<file path="config.mk">
export PLATFORM = sky130hd
export DESIGN_NAME = i2c_scl_timing_gen
export DESIGN_NICKNAME = d
export VERILOG_FILES = /design/src/rtl/i2c_scl_timing_gen.sv
export SDC_FILE = /design/constraint.sdc
export NUM_CORES = 1
export LEC_CHECK = 0
export BUFFER_PORTS_ARGS = -buffer_cell sky130_fd_sc_hd__buf_2
export CORE_MARGIN = 4
export CORE_UTILIZATION = 60
export DETAILED_ROUTE_END_ITERATION = 10
export PLACE_DENSITY = 0.79
export SYNTH_ARGS = -nofsm -noshare
export SYNTH_HDL_FRONTEND = slang
export SYNTH_SLANG_ARGS = --single-unit
export TNS_END_PERCENT = 30
</file>
<file path="constraint.sdc">
create_clock -name i_ref_clk -period 7.9 [get_ports i_ref_clk]
set_input_delay 1.58 -clock i_ref_clk [delete_from_list [all_inputs] [get_ports i_ref_clk]]
set_output_delay 1.58 -clock i_ref_clk [all_outputs]
set_load 0.05 [all_outputs]
</file>
<file path="src/rtl/i2c_scl_timing_gen.sv">
// I2C SCL generator: 4-phase bit timebase from ref_clk, open-drain SCL with stretch detect and timeout.
// All outputs registered (1 cycle after the deciding edge); no backpressure, enable is sampled only at bit boundaries.
module i2c_scl_timing_gen #(
    parameter int CNT_W           = 16,
    parameter int DEFAULT_QUARTER = 125,
    parameter int MIN_QUARTER     = 2,
    parameter int STRETCH_W       = 20,
    parameter int STRETCH_MAX     = 500000
) (
    input  logic             i_ref_clk,
    input  logic             i_reset,
    input  logic             i_enable,
    input  logic             i_div_load,
    input  logic [CNT_W-1:0] i_div_value,
    input  logic             i_scl_in,
    output logic             o_scl_oe,
    output logic [1:0]       o_phase,
    output logic             o_busy,
    output logic             o_fall_tick,
    output logic             o_data_tick,
    output logic             o_rise_tick,
    output logic             o_sample_tick,
    output logic             o_stretching,
    output logic             o_stretch_timeout
);

    localparam logic [CNT_W-1:0]     DEF_Q      = CNT_W'(DEFAULT_QUARTER);
    localparam logic [CNT_W-1:0]     MIN_Q      = CNT_W'(MIN_QUARTER);
    localparam logic [STRETCH_W-1:0] HOLD_LAST  = STRETCH_W'(STRETCH_MAX - 1);
    localparam bit                   TIMEOUT_EN = (STRETCH_MAX != 0);

    typedef enum logic [2:0] {
        S_IDLE,
        S_LOW_A,
        S_LOW_B,
        S_HIGH_A,
        S_HIGH_B
    } state_t;

    state_t               r_state;
    logic [CNT_W-1:0]     r_cnt;
    logic [STRETCH_W-1:0] r_hcnt;
    logic [CNT_W-1:0]     r_active_q;
    logic [CNT_W-1:0]     r_shadow_q;
    logic [1:0]           r_sync;

    logic [CNT_W-1:0]     w_clamped;
    logic                 w_last;
    logic                 w_scl_sync;
    logic [STRETCH_W-1:0] w_hcnt_inc;

    assign w_clamped  = (i_div_value < MIN_Q) ? MIN_Q : i_div_value;
    assign w_last     = (r_cnt == r_active_q - CNT_W'(1));
    assign w_scl_sync = r_sync[1];
    assign w_hcnt_inc = (r_hcnt == '1) ? r_hcnt : r_hcnt + STRETCH_W'(1);

    always_ff @(posedge i_ref_clk or posedge i_reset) begin
        if (i_reset) begin
            r_sync <= 2'b11;
        end else begin
            r_sync <= {r_sync[0], i_scl_in};
        end
    end

    always_ff @(posedge i_ref_clk or posedge i_reset) begin
        if (i_reset) begin
            r_shadow_q <= DEF_Q;
        end else if (i_div_load) begin
            r_shadow_q <= w_clamped;
        end
    end

    always_ff @(posedge i_ref_clk or posedge i_reset) begin
        if (i_reset) begin
            r_state           <= S_IDLE;
            r_cnt             <= '0;
            r_hcnt            <= '0;
            r_active_q        <= DEF_Q;
            o_scl_oe          <= 1'b0;
            o_phase           <= 2'd0;
            o_busy            <= 1'b0;
            o_fall_tick       <= 1'b0;
            o_data_tick       <= 1'b0;
            o_rise_tick       <= 1'b0;
            o_sample_tick     <= 1'b0;
            o_stretching      <= 1'b0;
            o_stretch_timeout <= 1'b0;
        end else begin
            o_fall_tick       <= 1'b0;
            o_data_tick       <= 1'b0;
            o_rise_tick       <= 1'b0;
            o_sample_tick     <= 1'b0;
            o_stretching      <= 1'b0;
            o_stretch_timeout <= 1'b0;
            case (r_state)
                S_IDLE: begin
                    if (i_enable) begin
                        // A load coinciding with bit start only takes effect on the next bit.
                        r_state     <= S_LOW_A;
                        r_cnt       <= '0;
                        r_active_q  <= r_shadow_q;
                        o_scl_oe    <= 1'b1;
                        o_busy      <= 1'b1;
                        o_phase     <= 2'd0;
                        o_fall_tick <= 1'b1;
                    end else begin
                        r_active_q <= i_div_load ? w_clamped : r_shadow_q;
                    end
                end
                S_LOW_A: begin
                    if (w_last) begin
                        r_state     <= S_LOW_B;
                        r_cnt       <= '0;
                        o_phase     <= 2'd1;
                        o_data_tick <= 1'b1;
                    end else begin
                        r_cnt <= r_cnt + CNT_W'(1);
                    end
                end
                S_LOW_B: begin
                    if (w_last) begin
                        r_state     <= S_HIGH_A;
                        r_cnt       <= '0;
                        r_hcnt      <= '0;
                        o_scl_oe    <= 1'b0;
                        o_phase     <= 2'd2;
                        o_rise_tick <= 1'b1;
                    end else begin
                        r_cnt <= r_cnt + CNT_W'(1);
                    end
                end
                S_HIGH_A: begin
                    // r_sync[0] is next cycle's scl_sync, so stretching lines up with the hold cycle itself.
                    if (!w_scl_sync) begin
                        if (TIMEOUT_EN && (r_hcnt == HOLD_LAST)) begin
                            r_state           <= S_IDLE;
                            r_cnt             <= '0;
                            r_hcnt            <= '0;
                            o_busy            <= 1'b0;
                            o_phase           <= 2'd0;
                            o_stretch_timeout <= 1'b1;
                        end else begin
                            r_cnt        <= '0;
                            r_hcnt       <= w_hcnt_inc;
                            o_stretching <= !r_sync[0] && (w_hcnt_inc >= STRETCH_W'(2));
                        end
                    end else if (w_last) begin
                        r_state       <= S_HIGH_B;
                        r_cnt         <= '0;
                        r_hcnt        <= '0;
                        o_phase       <= 2'd3;
                        o_sample_tick <= 1'b1;
                    end else begin
                        r_cnt        <= r_cnt + CNT_W'(1);
                        o_stretching <= !r_sync[0] && (r_hcnt >= STRETCH_W'(2));
                    end
                end
                S_HIGH_B: begin
                    if (w_last) begin
                        r_cnt   <= '0;
                        o_phase <= 2'd0;
                        if (i_enable) begin
                            r_state     <= S_LOW_A;
                            r_active_q  <= r_shadow_q;
                            o_scl_oe    <= 1'b1;
                            o_fall_tick <= 1'b1;
                        end else begin
                            r_state <= S_IDLE;
                            o_busy  <= 1'b0;
                        end
                    end else begin
                        r_cnt <= r_cnt + CNT_W'(1);
                    end
                end
                default: begin
                    r_state <= S_IDLE;
                end
            endcase
        end
    end

endmodule

</file>
; After elaboration in Yosys (flattened, before gate mapping)
; Cells that the tools add are included.
[totals]
reg_bits = 83
input_bits = 21
output_inout_bits = 10
wordCells = 112
[op_classes]
addsub = 3
n_lt_le_gt_ge = 3
n_eq_ne = 17
n_mux = 57
n_reduce_logical = 17
[ops]
columns = cell, n
row1 = 16-bit two-way mux, 8
row2 = 20-bit two-way mux, 4
row3 = 16-bit one-hot mux with 3 select lines, 1
row4 = 20-bit by 2-bit >= comparator with 1-bit output (second input constant), 2
row5 = 20-bit one-hot mux with 2 select lines, 1
row6 = 16-bit one-hot mux with 2 select lines, 1
row7 = 1-bit two-way mux, 23
row8 = 3-bit two-way mux, 7
row9 = 20-bit by 1-bit adder with 20-bit output (second input constant), 1
row10 = 20-bit by 19-bit == test with 1-bit output (second input constant), 1
row11 = 20-bit == test (second input constant), 1
row12 = 16-bit by 1-bit adder with 16-bit output (second input constant), 1
row13 = 16-bit == test, 1
row14 = 16-bit by 2-bit < comparator with 1-bit output (second input constant), 1
row15 = 2-bit != test (second input constant), 8
row16 = 16-bit by 1-bit subtractor with 16-bit output (second input constant), 1
row17 = 3-bit one-hot mux with 5 select lines, 1
row18 = 2-bit two-way mux, 7
row19 = 6-bit AND reduction, 2
row20 = 2-bit one-hot mux with 5 select lines, 1
row21 = 3-bit nonzero test, 3
row22 = 7-bit AND reduction, 1
row23 = 3-bit by 2-bit == test with 1-bit output (second input constant), 2
row24 = 3-bit != test (second input constant), 2
row25 = other kinds (12), 16

; Longest topological paths before layout
; Gate-level depths: netlist (run 1).
[logic_depth]
ltp_word = 7
depth_mapped = 13
depth_no_buf = 10

; Worst setup path after synthesis (run 1)
; No wires, ideal clock.
[synth_timing]
kind = reg2reg
from = reg r_active_q[1]
to = reg r_active_q[0]
setup_ns = 0.085
arrival_time_ns = 3.285
required_time_ns = 7.815
setup_slack_ns = 4.530
path_stages_with_launch = 12
n_path_buf = 1
synth_period_minus_slack_ns = 3.370
path_cell_list = dfrtp_1 inv_1 ha_1 or4b_4 or4_1 a2111oi_2 o211ai_1 nor4_4 nand2_1 a21o_1 buf_6 mux2_1
[synth_via]
elab_chain_cells = 4
[synth_rtl]
columns = item, line
row1 = from (decl), 43  ; logic [CNT_W-1:0] r_active_q;
row2 = from (signal assigned), 101  ; r_active_q <= r_shadow_q;
row3 = from (signal assigned), 107  ; r_active_q <= i_div_load ? w_clamped : r_shadow_q;
row4 = from (signal assigned), 164  ; r_active_q <= r_shadow_q;
row5 = 16-bit by 1-bit subtractor with 16-bit output, 53  ; assign w_last = (r_cnt == r_active_q - CNT_W'(1));
row6 = 16-bit == test, 53
row7 = 2-bit != test (no line), -
row8 = 3-bit AND reduction (no line), -
; No other way between the ends.
; A chain may end at the register's enable or synchronous reset.

; Worst setup path after layout (run 1)
; Ends and elaborated chain as after synthesis.

==> impl_summary.log, run 1 <==
[metrics] share of synthesized area occupied by flip-flops and latches: 40.96%
[metrics] cell area after technology mapping: 5114 um2
[metrics] P per Cell Area: 307.0 nW/um2
[metrics] setup slack, reg-to-reg: 3600 ps
[metrics] setup repair after global routing missed its margin: false
[metrics] Final period util: 54.47%
[metrics] FF-to-FF path depth: 10
[metrics] Syn Area/Cell: 9.051 um2
[metrics] floorplan die area: 10,060 um2
[metrics] layout overhead on the synthesized area: 7.218%
[metrics] Final Skew: 9.119 ps
[metrics] CTS tree: yes
[metrics] antenna violations before repair: 0
[metrics] first-iteration detailed-routing DRC count: 417
[metrics] Final Hold Viols: 0
[metrics] clock edge transition at the registers on the reported setup and hold paths: 90 ps
[metrics] post-synthesis mux area share: 9.396%
[metrics] Worst R2R Start: r_active_q[1]$_DFFE_PP0P_
[metrics] critical path cell sequence: inv_1, ha_1, or4b_4, or4_1, a2111oi_2, o211ai_1, nor4_4, nand2_1, a21o_1, mux2_1
[metrics] final global-route overflow total: 0
[metrics] Core Region: 8258 um2
[metrics] most area-consuming cells after synthesis: sky130_fd_sc_hd__dfrtp_1, sky130_fd_sc_hd__dfstp_2, sky130_fd_sc_hd__mux2i_1
[metrics] number of buffers inserted during clock tree synthesis: 9
[metrics] xor-xnor portion of the synthesized cell area: 5.481%
[metrics] DRC violation count after routing: 0
[metrics] detailed-router iteration count before antenna repair: 5
[metrics] Max Freq: 0.2324 GHz
[metrics] ratio of routed vias to standard cells: 6.490
[metrics] final sum of negative setup slack: 0 ps
[metrics] peak supply drop: 0.1515 mV
[metrics] Synth Flop Type: sky130_fd_sc_hd__dfrtp_1
[metrics] Critical Path End Type: register
[metrics] number of buffers added on ports: 30
[metrics] post-synth net total: 590
[metrics] via count of the first global-routing pass: 4,077
[metrics] startpoint kind of the worst setup timing path: register
[metrics] maxcap violations: 0
[metrics] startpoint of the tightest hold check path: r_sync[0]$_DFF_PP1_
[metrics] Max Buffers Root-to-Sink: 2
[metrics] overall track demand over capacity in global routing: 24.62%
[metrics] number of post-CTS setup repair buffers: 0
[metrics] pin count of the biggest net entering global routing: 84
[metrics] cell chosen for the clock root: sky130_fd_sc_hd__clkbuf_8
[metrics] Slew @ Worst Pin: 1112 ps
[metrics] shortest clock period the worst path allows after layout: 4303 ps
[metrics] Wirelength per Cell: 17.25 um
[metrics] synthesized netlist cell count: 565
[metrics] delay of the slowest cell on the worst path: 760 ps
[metrics] number of top-level design ports: 31
[metrics] worst-path cell with the longest stage delay: sky130_fd_sc_hd__nor4_4
[metrics] depth of the CTS H-tree: 3
[metrics] Rel. slew slack: 25.59%
[metrics] dominant combinational cell family by area after synthesis: simple AND/OR/NAND/NOR gates
[metrics] share of synthesized flip-flops with an asynchronous set or reset: 100.0%
[metrics] final setup violating endpoints: 0
[metrics] count of unique library cells instantiated by Yosys: 62
[metrics] HPWL reported at the end of detailed placement: 8.375 mm
[metrics] global-route wire length before repair: 20.03 mm
[metrics] Min-Delay Path Class: reg2reg
[metrics] YS warnings: 0
[metrics] Yosys reg bits: 83
[metrics] status: complete, no violations
[metrics] Crit Path Max Fanout: 18
[metrics] fraction of layout cells with a size suffix above 1: 15.25%
[metrics] CTS hold repair buffers: 0
[metrics] leakage power: 2.410 nW
[metrics] number of stages on the worst hold path: 0
[metrics] number of enable-type register cells in the synthesized netlist: 0
[metrics] compound-gate portion of the synthesized area: 17.05%
[metrics] biggest area consumer among synthesized cells: sky130_fd_sc_hd__dfrtp_1
[metrics] number of diodes: 0
[metrics] worst-case hold path end point: r_sync[1]$_DFF_PP1_
[metrics] routability cong.: 0.9752
[metrics] number of antenna-violating nets in the routed design: 0
[metrics] initial cell density of the core: 61.92%
[metrics] Final Net Count: 597
[metrics] die height: 100.3 um
[metrics] number of vias in the routed layout: 4,426
[metrics] post-CTS sizing: 0
[metrics] # clock sinks: 83
[metrics] area fraction in and, or, nand and nor cells after synthesis: 21.09%
[metrics] number of slew-limit violations in the final report: 0
[metrics] total wire length: 11.77 mm
[metrics] arrival time at the worst endpoint: 4590 ps
[metrics] Worst Path Required: 8190 ps
[metrics] adder and majority gate portion of the synthesized area: 0.9787%
[metrics] later-pin clock latency in the skew report: 360 ps
[metrics] type of the worst setup path: reg2reg
[metrics] share of Yosys cell area claimed by the top area cell type: 33.77%
[metrics] std cell rows: 33
[metrics] capture instance of the worst register-to-register path: r_active_q[0]$_DFFE_PP1P_
[metrics] Die Span X: 100.3 um
[metrics] total power: 1.683 mW
## final cells by class
cell class                 count  area (um2)
clock inverter                 6       88.84
sequential                    83        2095
multi-input combinational    418        2765
timing repair buffer          33       172.7
fill                         686        2775
clock buffer                  10       127.6
tap                          105       131.4
inverter                      27       102.6
## per-layer routing
metal / routed length [um] / vias to the layer above / global-route usage (%)
met3: 764 / 14 / 4.239
met1: 5463 / 2164 / 37.54
met2: 5410 / 155 / 36.80
li1: - / 2093 / -
met4: 127 / 0 / 5.596
met5: 0 / - / 0
## logic make-up after synthesis
group           after synthesis
mux                          46
flops                        83
compound gates              134
buf+inv                      64
simple gates                202
xor+xnor                     32
fa+ha+maj                     4
## synth_stat cells, types with 3 or more instances
library cell                n
sky130_fd_sc_hd__a31oi_1   24
sky130_fd_sc_hd__nand3_1   28
sky130_fd_sc_hd__a21o_1     5
sky130_fd_sc_hd__nor3b_1    3
sky130_fd_sc_hd__nand2b_1   4
sky130_fd_sc_hd__nor2_1    33
sky130_fd_sc_hd__o211ai_1   3
sky130_fd_sc_hd__or4_1      5
sky130_fd_sc_hd__inv_1     27
sky130_fd_sc_hd__nor3_1    27
sky130_fd_sc_hd__o31ai_1    7
sky130_fd_sc_hd__o32ai_1    3
sky130_fd_sc_hd__o21ai_0   18
sky130_fd_sc_hd__clkbuf_1  32
sky130_fd_sc_hd__dfstp_2   14
sky130_fd_sc_hd__or3_1     12
sky130_fd_sc_hd__dfrtp_1   69
sky130_fd_sc_hd__mux2i_1   30
sky130_fd_sc_hd__mux2_2    15
sky130_fd_sc_hd__xor2_1    11
sky130_fd_sc_hd__a22o_1     5
sky130_fd_sc_hd__o21a_1     8
sky130_fd_sc_hd__a21oi_1   39
sky130_fd_sc_hd__nor4_1    16
sky130_fd_sc_hd__or2_2      4
sky130_fd_sc_hd__nand4_1    6
sky130_fd_sc_hd__xnor2_1   21
sky130_fd_sc_hd__nand2_1   35
sky130_fd_sc_hd__ha_1       4
sky130_fd_sc_hd__and3_1    13
## through the flow
stage / setup WS [ps] / hold slack, ps / instances / util [%] / area, um2
after floorplan: 4206 / 360.8 / 565 / - / 5114
after global placement: 3729 / 374.4 / 666 / 63.77 / 5266
after detailed placement: 3614 / 372.6 / 666 / 63.77 / 5266
after CTS: 3599 / 389.8 / 682 / 66.39 / 5483
after global routing: 3330 / 398.0 / 682 / 66.39 / 5483
final: 3597 / 385.5 / 682 / 66.39 / 5483
## layout by cell type (no fill, tap or decap), types with 5 or more instances in the layout
cell type	netlist	routed
sky130_fd_sc_hd__o31ai_1	7	7
sky130_fd_sc_hd__buf_2	2	30
sky130_fd_sc_hd__inv_1	27	26
sky130_fd_sc_hd__clkbuf_8	0	9
sky130_fd_sc_hd__xnor2_1	21	21
sky130_fd_sc_hd__nor3_1	27	27
sky130_fd_sc_hd__a31oi_1	24	24
sky130_fd_sc_hd__dfrtp_1	69	69
sky130_fd_sc_hd__a21oi_1	39	38
sky130_fd_sc_hd__mux2i_1	30	30
sky130_fd_sc_hd__nor2_1	33	33
sky130_fd_sc_hd__mux2_2	15	15
sky130_fd_sc_hd__o21a_1	8	8
sky130_fd_sc_hd__or4_1	5	5
sky130_fd_sc_hd__xor2_1	11	11
sky130_fd_sc_hd__a21o_1	5	5
sky130_fd_sc_hd__o21ai_0	18	18
sky130_fd_sc_hd__nor4_1	16	16
sky130_fd_sc_hd__and3_1	13	13
sky130_fd_sc_hd__nand3_1	28	28
sky130_fd_sc_hd__nand2_1	35	35
sky130_fd_sc_hd__a22o_1	5	5
sky130_fd_sc_hd__dfstp_2	14	14
sky130_fd_sc_hd__or3_1	12	12
sky130_fd_sc_hd__nand4_1	6	6
## power by group
part / total [mW] / switching, mW / internal (mW)
Sequential: 0.689 / 0.153 / 0.536
Combinational: 0.657 / 0.384 / 0.273
Clock: 0.337 / 0.158 / 0.179
Total: 1.68 / 0.695 / 0.988
## flip-flops by register name, indices dropped and copies added (netlist names), 2 cells and up
name        cells
r_sync          2
r_active_q     16
r_shadow_q     16
r_state         3
r_hcnt         20
r_cnt          16
o_phase         2
## critical path: cells and delay by family (launching register included)
kind,cells,cell delay (ps)
and+or+nand+nor,4,2010
AOI/OAI and AO/OA,3,1070
adders and majority gates,1,220
buffers and inverters,1,90
muxes,1,440
DFF,1,390
## worst max-delay path by stage
stage | slack [ps] | endpoint | cells after the start | startpoint
final | 3600 | r_active_q[0]$_DFFE_PP1P_ | 10 | r_active_q[1]$_DFFE_PP0P_
after global routing | 3330 | r_active_q[0]$_DFFE_PP1P_ | 10 | r_active_q[1]$_DFFE_PP0P_
after CTS | 3600 | r_active_q[0]$_DFFE_PP1P_ | 10 | r_active_q[1]$_DFFE_PP0P_
after detailed placement | 3610 | r_active_q[0]$_DFFE_PP1P_ | 10 | r_active_q[1]$_DFFE_PP0P_
after global placement | 3730 | r_active_q[0]$_DFFE_PP1P_ | 10 | r_active_q[1]$_DFFE_PP0P_
after floorplan | 4210 | o_busy$_DFFE_PP0P_ | 1 | i_reset
No activity file was read; power rests on OpenSTA's default activity.
==> run 2, diff against run 1 <==
--- a/config.mk
+++ b/config.mk
@@ -7,9 +7,9 @@
 export LEC_CHECK = 0
 export BUFFER_PORTS_ARGS = -buffer_cell sky130_fd_sc_hd__buf_2
 export CORE_MARGIN = 4
-export CORE_UTILIZATION = 60
+export CORE_UTILIZATION = 55
 export DETAILED_ROUTE_END_ITERATION = 10
-export PLACE_DENSITY = 0.79
+export PLACE_DENSITY = 0.76
 export SYNTH_ARGS = -nofsm -noshare
 export SYNTH_HDL_FRONTEND = slang
 export SYNTH_SLANG_ARGS = --single-unit
==> constraint.sdc (replaced) <==
create_clock -name i_ref_clk -period 3.7 [get_ports i_ref_clk]
set_input_delay 0.74 -clock i_ref_clk [delete_from_list [all_inputs] [get_ports i_ref_clk]]
set_output_delay 0.74 -clock i_ref_clk [all_outputs]
set_load 0.05 [all_outputs]
==> impl_summary.log, run 2 (synthesized netlist as in run 1, its figures left out) <==
[metrics] Worst Setup Slack post-DPL: 57.46 ps (-3557 ps)
[metrics] Critical Path End Type: register
[metrics] most common library cell in the layout ignoring fill and taps: sky130_fd_sc_hd__dfrtp_1
[metrics] startpoint kind of the worst setup timing path: register
[metrics] ratio of routed vias to standard cells: 6.371 (-1.8%)
[metrics] Final Hold Viols: 0 (unchanged)
[metrics] maxcap violations: 0 (unchanged)
[metrics] number of filler cells placed in the layout: 746 (+8.7%)
[metrics] detailed-router iteration count before antenna repair: 5 (unchanged)
[metrics] Cells after DPL: 678 (+1.8%)
[metrics] CTS hold repair buffers: 0 (unchanged)
[metrics] via count of the first global-routing pass: 4,077 (unchanged)
[metrics] FF-to-FF path depth: 11 (+1)
[metrics] Core Region: 8891 um2 (+7.7%)
[metrics] Worst Path Required: 3990 ps (-4200 ps)
[metrics] setup slack, reg-to-reg: 190 ps (-3400 ps)
[metrics] CTS tree: yes
[metrics] Final Net Count: 607 (+1.7%)
[metrics] Final period util: 94.78% (+40 points)
[metrics] post-placement cell area: 5350 um2 (+1.6%)
[metrics] global-route wire length before repair: 19.94 mm (-0.44%)
[metrics] shortest clock period the worst path allows after layout: 3507 ps (-796.6 ps)
[metrics] leakage power: 2.452 nW (+1.7%)
[metrics] std cell rows: 34 (+3.0%)
[metrics] Max Freq: 0.2852 GHz (+23%)
[metrics] final sum of negative setup slack: 0 ps (unchanged)
[metrics] number of slew-limit violations in the final report: 0 (unchanged)
[metrics] DRC violation count after routing: 0 (unchanged)
[metrics] Largest register FFs: 20 (unchanged)
[metrics] die height: 104.4 um (+4.1%)
[metrics] initial cell density of the core: 57.51% (-4.4 points)
[metrics] total power: 3.571 mW (+110%)
[metrics] Die Span X: 104.4 um (+4.1%)
[metrics] Slew @ Worst Pin: 1118 ps (+5.576 ps)
[metrics] number of antenna-violating nets in the routed design: 0 (unchanged)
[metrics] cell chosen for the clock root: sky130_fd_sc_hd__clkbuf_8
[metrics] number of stages on the worst hold path: 0 (unchanged)
[metrics] Final Skew: 14.04 ps (+4.919 ps)
[metrics] Top reg by flops: r_hcnt
[metrics] multi-input combinational cell area: 2789 um2 (+0.86%)
[metrics] Rel. slew slack: 25.49% (-0.098 points)
[metrics] HPWL reported at the end of detailed placement: 8.603 mm (+2.7%)
[metrics] number of diodes: 0 (unchanged)
[metrics] # clock sinks: 83 (unchanged)
[metrics] layout overhead on the synthesized area: 8.759%
[metrics] final setup violating endpoints: 0 (unchanged)
[metrics] number of vias in the routed layout: 4,428 (+0.045%)
[metrics] final global-route overflow total: 0 (unchanged)
[metrics] total wire length: 11.98 mm (+1.8%)
[metrics] antenna violations before repair: 0 (unchanged)
[metrics] depth of the CTS H-tree: 3 (unchanged)
[metrics] Worst Slack Setup Final: 193.2 ps (-3403 ps)
[metrics] setup repair after global routing missed its margin: false
[metrics] Max Buffers Root-to-Sink: 2 (unchanged)
[metrics] Wirelength per Cell: 17.23 um (-0.11%)
[metrics] pin count of the biggest net entering global routing: 66 (-21%)
[metrics] number of top-level design ports: 31 (unchanged)
[metrics] Min-Delay Path Class: reg2reg
[metrics] arrival time at the worst endpoint: 3800 ps (-790 ps)
[metrics] type of the worst setup path: reg2reg
[metrics] final instance count without filler cells: 695 (+1.9%)
[metrics] design area: 5562 um2 (+1.4%)
[metrics] later-pin clock latency in the skew report: 370 ps (about the same)
[metrics] fraction of layout cells with a size suffix above 1: 17.38% (+2.1 points)
[metrics] peak supply drop: 0.2864 mV (+89%)
[metrics] status: complete, no violations
[metrics] floorplan die area: 10,900 um2 (+8.4%)
[metrics] storage element area: 2095 um2 (unchanged)
[metrics] P per Cell Area: 642.1 nW/um2 (+110%)
[metrics] clock edge transition at the registers on the reported setup and hold paths: 100 ps (about the same)
[metrics] Crit Path Max Fanout: 14 (-4)
[metrics] number of buffers added on ports: 30 (unchanged)
[metrics] highest-count cells in the layout ignoring fill and taps: sky130_fd_sc_hd__dfrtp_1, sky130_fd_sc_hd__a21oi_1, sky130_fd_sc_hd__nand2_1
[metrics] number of buffers inserted during clock tree synthesis: 9 (unchanged)
[metrics] overall track demand over capacity in global routing: 22.21% (-2.4 points)
[metrics] routability cong.: 0.9561 (-2.0%)
[metrics] first-iteration detailed-routing DRC count: 362 (-13%)
-- run 2: path summary, 6_finish.rpt --
path,from,endpoint
worst max-delay path,r_active_q[1]$_DFFE_PP0P_,r_active_q[5]$_DFFE_PP1P_
worst min-delay path,r_sync[0]$_DFF_PP1_,r_sync[1]$_DFF_PP1_
worst max register to register,r_active_q[1]$_DFFE_PP0P_,r_active_q[5]$_DFFE_PP1P_
worst min register to register,r_sync[0]$_DFF_PP1_,r_sync[1]$_DFF_PP1_
max in group asynchronous,i_reset,r_cnt[9]$_DFFE_PP0P_
min in group asynchronous,i_reset,r_shadow_q[8]$_DFF_PP0_
-- run 2: power breakdown --
part / internal, mW / switching (mW)
Sequential: 1.14 / 0.326
Combinational: 0.625 / 0.855
Clock: 0.255 / 0.367
Total: 2.02 / 1.55
-- run 2: what timing repair did --
item | 4_1_cts | 5_1_grt
buffers inserted | 0 | 1
setup endpoints to repair | 0 | 53
resized for setup | 0 | 4
-- run 2: area by class of cell --
| cell class | instances | share of cell area (%) |
|---|---|---|
| clock buffers | 9 | 2.227 |
| clock inverters | 7 | 1.012 |
| inverters | 27 | 1.845 |
| multi-input cells | 418 | 50.15 |
| flip-flops and latches | 83 | 37.66 |
| well taps | 108 | 2.430 |
| repair buffers | 43 | 4.679 |
-- run 2: metal layers --
metal  track usage [%]  vias up  routed length [um]
li1                  -     2113                   -
met1             32.93     2113                5458
met2             32.84      183                5361
met3             4.035       19                 934
met4             7.123        0                 223
met5                 0        -                   0
-- run 2: through the flow --
| step | util, % | hold WS, ps |
|---|---|---|
| finish | 62.55 | 384.4 |
| detailed placement | 60.17 | 371.8 |
| global route | 62.55 | 390.7 |
| global placement | 60.17 | 371.2 |
| floorplan | - | 360.8 |
| CTS | 62.20 | 385.2 |
-- run 2: worst max-delay path: stages, from the launching register on --
cell and delay, ps:
sky130_fd_sc_hd__dfrtp_1 400, sky130_fd_sc_hd__inv_1 90, sky130_fd_sc_hd__ha_2 220, sky130_fd_sc_hd__or4b_4 470, sky130_fd_sc_hd__or4_1 580, sky130_fd_sc_hd__a2111oi_4 400, sky130_fd_sc_hd__o211ai_1 230, sky130_fd_sc_hd__nor4_4 260
sky130_fd_sc_hd__nand2_1 100, sky130_fd_sc_hd__a21o_1 250, sky130_fd_sc_hd__buf_4 230, sky130_fd_sc_hd__mux2i_1 200
==> run 3, diff against run 2 <==
--- a/config.mk
+++ b/config.mk
@@ -5,7 +5,7 @@
 export SDC_FILE = /design/constraint.sdc
 export NUM_CORES = 1
 export LEC_CHECK = 0
-export BUFFER_PORTS_ARGS = -buffer_cell sky130_fd_sc_hd__buf_2
+export BUFFER_PORTS_ARGS = -buffer_cell sky130_fd_sc_hd__buf_4
 export CORE_MARGIN = 4
 export CORE_UTILIZATION = 55
 export DETAILED_ROUTE_END_ITERATION = 10
==> impl_summary.log, run 3 (synthesized netlist as in run 1, its figures left out) <==
[metrics] startpoint of the tightest hold check path: r_sync[0]$_DFF_PP1_
[metrics] arrival time at the worst endpoint: 3700 ps (-100 ps)
[metrics] Largest register FFs: 20 (unchanged)
[metrics] shortest clock period the worst path allows after layout: 3469 ps (-37.29 ps)
[metrics] capture instance of the worst register-to-register path: r_active_q[10]$_DFFE_PP0P_
[metrics] multi-input combinational cell area: 2789 um2 (unchanged)
[metrics] initial cell density of the core: 57.51% (unchanged)
[metrics] detailed-router iteration count before antenna repair: 5 (unchanged)
[metrics] leakage power: 2.491 nW (+1.6%)
[metrics] pin count of the biggest net entering global routing: 58 (-12%)
[metrics] final setup violating endpoints: 0 (unchanged)
[metrics] depth of the CTS H-tree: 3 (unchanged)
[metrics] number of vias in the routed layout: 4,408 (-0.45%)
[metrics] P per Cell Area: 650.2 nW/um2 (+1.3%)
[metrics] cell chosen for the clock root: sky130_fd_sc_hd__clkbuf_8
[metrics] startpoint kind of the worst setup timing path: register
[metrics] Min-Delay Path Class: reg2reg
[metrics] die height: 104.4 um (unchanged)
[metrics] DRC violation count after routing: 0 (unchanged)
[metrics] Post-Route Hold Slack: 382.7 ps (-1.673 ps)
[metrics] Final Hold Viols: 0 (unchanged)
[metrics] Die Span X: 104.4 um (unchanged)
[metrics] number of buffers added on ports: 30 (unchanged)
[metrics] status: complete, no violations
[metrics] Top reg by flops: r_hcnt
[metrics] setup repair after global routing missed its margin: false
[metrics] final sum of negative setup slack: 0 ps (unchanged)
[metrics] final global-route overflow total: 0 (unchanged)
[metrics] total wire length: 11.71 mm (-2.2%)
[metrics] most common library cell in the layout ignoring fill and taps: sky130_fd_sc_hd__dfrtp_1
[metrics] std cell rows: 34 (unchanged)
[metrics] Worst Path Required: 3930 ps (-60 ps)
[metrics] ratio of routed vias to standard cells: 6.352 (-0.31%)
[metrics] Slew @ Worst Pin: 953.1 ps (-164.5 ps)
[metrics] routability cong.: 0.9668 (+1.1%)
[metrics] worst-case hold path end point: r_sync[1]$_DFF_PP1_
[metrics] layout overhead on the synthesized area: 10.99%
[metrics] number of slew-limit violations in the final report: 0 (unchanged)
[metrics] final instance count without filler cells: 694 (-0.14%)
[metrics] Final period util: 93.77% (-1.0 points)
[metrics] highest-count cells in the layout ignoring fill and taps: sky130_fd_sc_hd__dfrtp_1, sky130_fd_sc_hd__buf_4, sky130_fd_sc_hd__a21oi_1
[metrics] via count of the first global-routing pass: 4,121 (+1.1%)
[metrics] HPWL reported at the end of detailed placement: 8.300 mm (-3.5%)
[metrics] CTS hold repair buffers: 0 (unchanged)
[metrics] # clock sinks: 83 (unchanged)
[metrics] floorplan die area: 10,900 um2 (unchanged)
[metrics] type of the worst setup path: reg2reg
[metrics] number of buffers inserted during clock tree synthesis: 9 (unchanged)
[metrics] Final Skew: 14.25 ps (+0.2080 ps)
[metrics] peak supply drop: 0.2945 mV (+2.8%)
[metrics] number of stages on the worst hold path: 0 (unchanged)
[metrics] later-pin clock latency in the skew report: 360 ps (about the same)
[metrics] CTS tree: yes
[metrics] antenna violations before repair: 0 (unchanged)
[metrics] clock edge transition at the registers on the reported setup and hold paths: 90 ps (about the same)
[metrics] Max Buffers Root-to-Sink: 2 (unchanged)
[metrics] Worst Slack Setup Final: 230.5 ps (+37.29 ps)
[metrics] first-iteration detailed-routing DRC count: 412 (+14%)
[metrics] Core Region: 8891 um2 (unchanged)
[metrics] number of top-level design ports: 31 (unchanged)
[metrics] Cells after DPL: 678 (unchanged)
[metrics] Max Freq: 0.2882 GHz (+1.1%)
[metrics] setup slack, reg-to-reg: 230 ps (+40 ps)
[metrics] Final Net Count: 606 (-0.16%)
[metrics] Worst R2R Start: r_active_q[1]$_DFFE_PP0P_
[metrics] FF-to-FF path depth: 11 (unchanged)
[metrics] Rel. slew slack: 36.46% (+11 points)
[metrics] number of diodes: 0 (unchanged)
[metrics] global-route wire length before repair: 20.10 mm (+0.79%)
[metrics] number of filler cells placed in the layout: 711 (-4.7%)
[metrics] number of antenna-violating nets in the routed design: 0 (unchanged)
[metrics] maxcap violations: 0 (unchanged)
[metrics] overall track demand over capacity in global routing: 22.00% (-0.20 points)
[metrics] storage element area: 2095 um2 (unchanged)
[metrics] Crit Path Max Fanout: 14 (unchanged)
[metrics] Critical Path End Type: register
[metrics] Wirelength per Cell: 16.87 um (-2.1%)
[metrics] Worst Setup Slack post-DPL: 38.78 ps (-18.68 ps)
[metrics] fraction of layout cells with a size suffix above 1: 17.06% (-0.31 points)
[metrics] final core area utilization: 63.83% (+1.3 points)
run 3: cell types whose count changed in the layout (fill, tap and decap cells not counted), moves of 2 or more:
cell and change:
sky130_fd_sc_hd__buf_2 -30, sky130_fd_sc_hd__buf_4 +29, sky130_fd_sc_hd__inv_6 -5, sky130_fd_sc_hd__bufinv_16 +2
run 3: worst max-delay path by stage:
stage                              start                    endpoint  slack, ps  cells after the start
6_report       r_active_q[1]$_DFFE_PP0P_  r_active_q[10]$_DFFE_PP0P_        230                     11
5_1_grt        r_active_q[1]$_DFFE_PP0P_   r_active_q[3]$_DFFE_PP1P_         50                     11
4_1_cts        r_active_q[1]$_DFFE_PP0P_      r_state[1]$_DFFE_PP0P_         30                     10
3_5_place_dp   r_active_q[1]$_DFFE_PP0P_      r_state[1]$_DFFE_PP0P_         40                     10
3_3_place_gp   r_active_q[1]$_DFFE_PP0P_      r_state[1]$_DFFE_PP0P_        220                     10
2_1_floorplan  r_active_q[1]$_DFFE_PP0P_   r_active_q[0]$_DFFE_PP1P_        330                     11
run 3: per-stage QoR:
| stage | instance area [um2] | power [mW] |
|---|---|---|
| 6_report | 5675 | 3.690 |
| 5_1_grt | 5675 | 3.934 |
| 4_1_cts | 5652 | 3.643 |
| 3_5_place_dp | 5425 | 2.893 |
| 3_3_place_gp | 5425 | 2.835 |
| 2_1_floorplan | 5114 | 2.537 |
run 3: per-layer routing:
layer,vias to the layer above,global-route usage (%),wire [um]
li1,2119,-,-
met1,2097,33.55,5672
met2,170,31.64,5089
met3,22,3.352,707
met4,0,7.692,242
met5,-,0,0
run 3: worst max-delay path, cell delays in order (launching register included):
cell                        delay (ps)
sky130_fd_sc_hd__dfrtp_1           390
sky130_fd_sc_hd__inv_1              80
sky130_fd_sc_hd__ha_2              210
sky130_fd_sc_hd__or4b_4            470
sky130_fd_sc_hd__or4_1             570
sky130_fd_sc_hd__a2111oi_4         380
sky130_fd_sc_hd__o211ai_1          220
sky130_fd_sc_hd__nor4_4            300
sky130_fd_sc_hd__nand2_1            90
sky130_fd_sc_hd__a21o_1            240
sky130_fd_sc_hd__buf_4             230
sky130_fd_sc_hd__mux2i_1           140
run 3: power by group:
| group | internal [mW] | switching (mW) |
|---|---|---|
| combinational | 0.639 | 0.843 |
| sequential | 1.14 | 0.329 |
| clock | 0.404 | 0.332 |
| total | 2.19 | 1.50 |
run 3: repair_timing:
item	4_1_cts	5_1_grt
buffers inserted	0	0
endpoints found under the hold margin	0	0
setup endpoints to repair	0	55
gates resized for setup	0	4
run 3: layout make-up:
class	instances	share of cell area, %
clock buffers	11	2.491
clock inverters	5	1.499
inverters	27	1.808
multi-input cells	418	49.14
flip-flops and latches	83	36.90
well taps	108	2.381
repair buffers	42	5.776
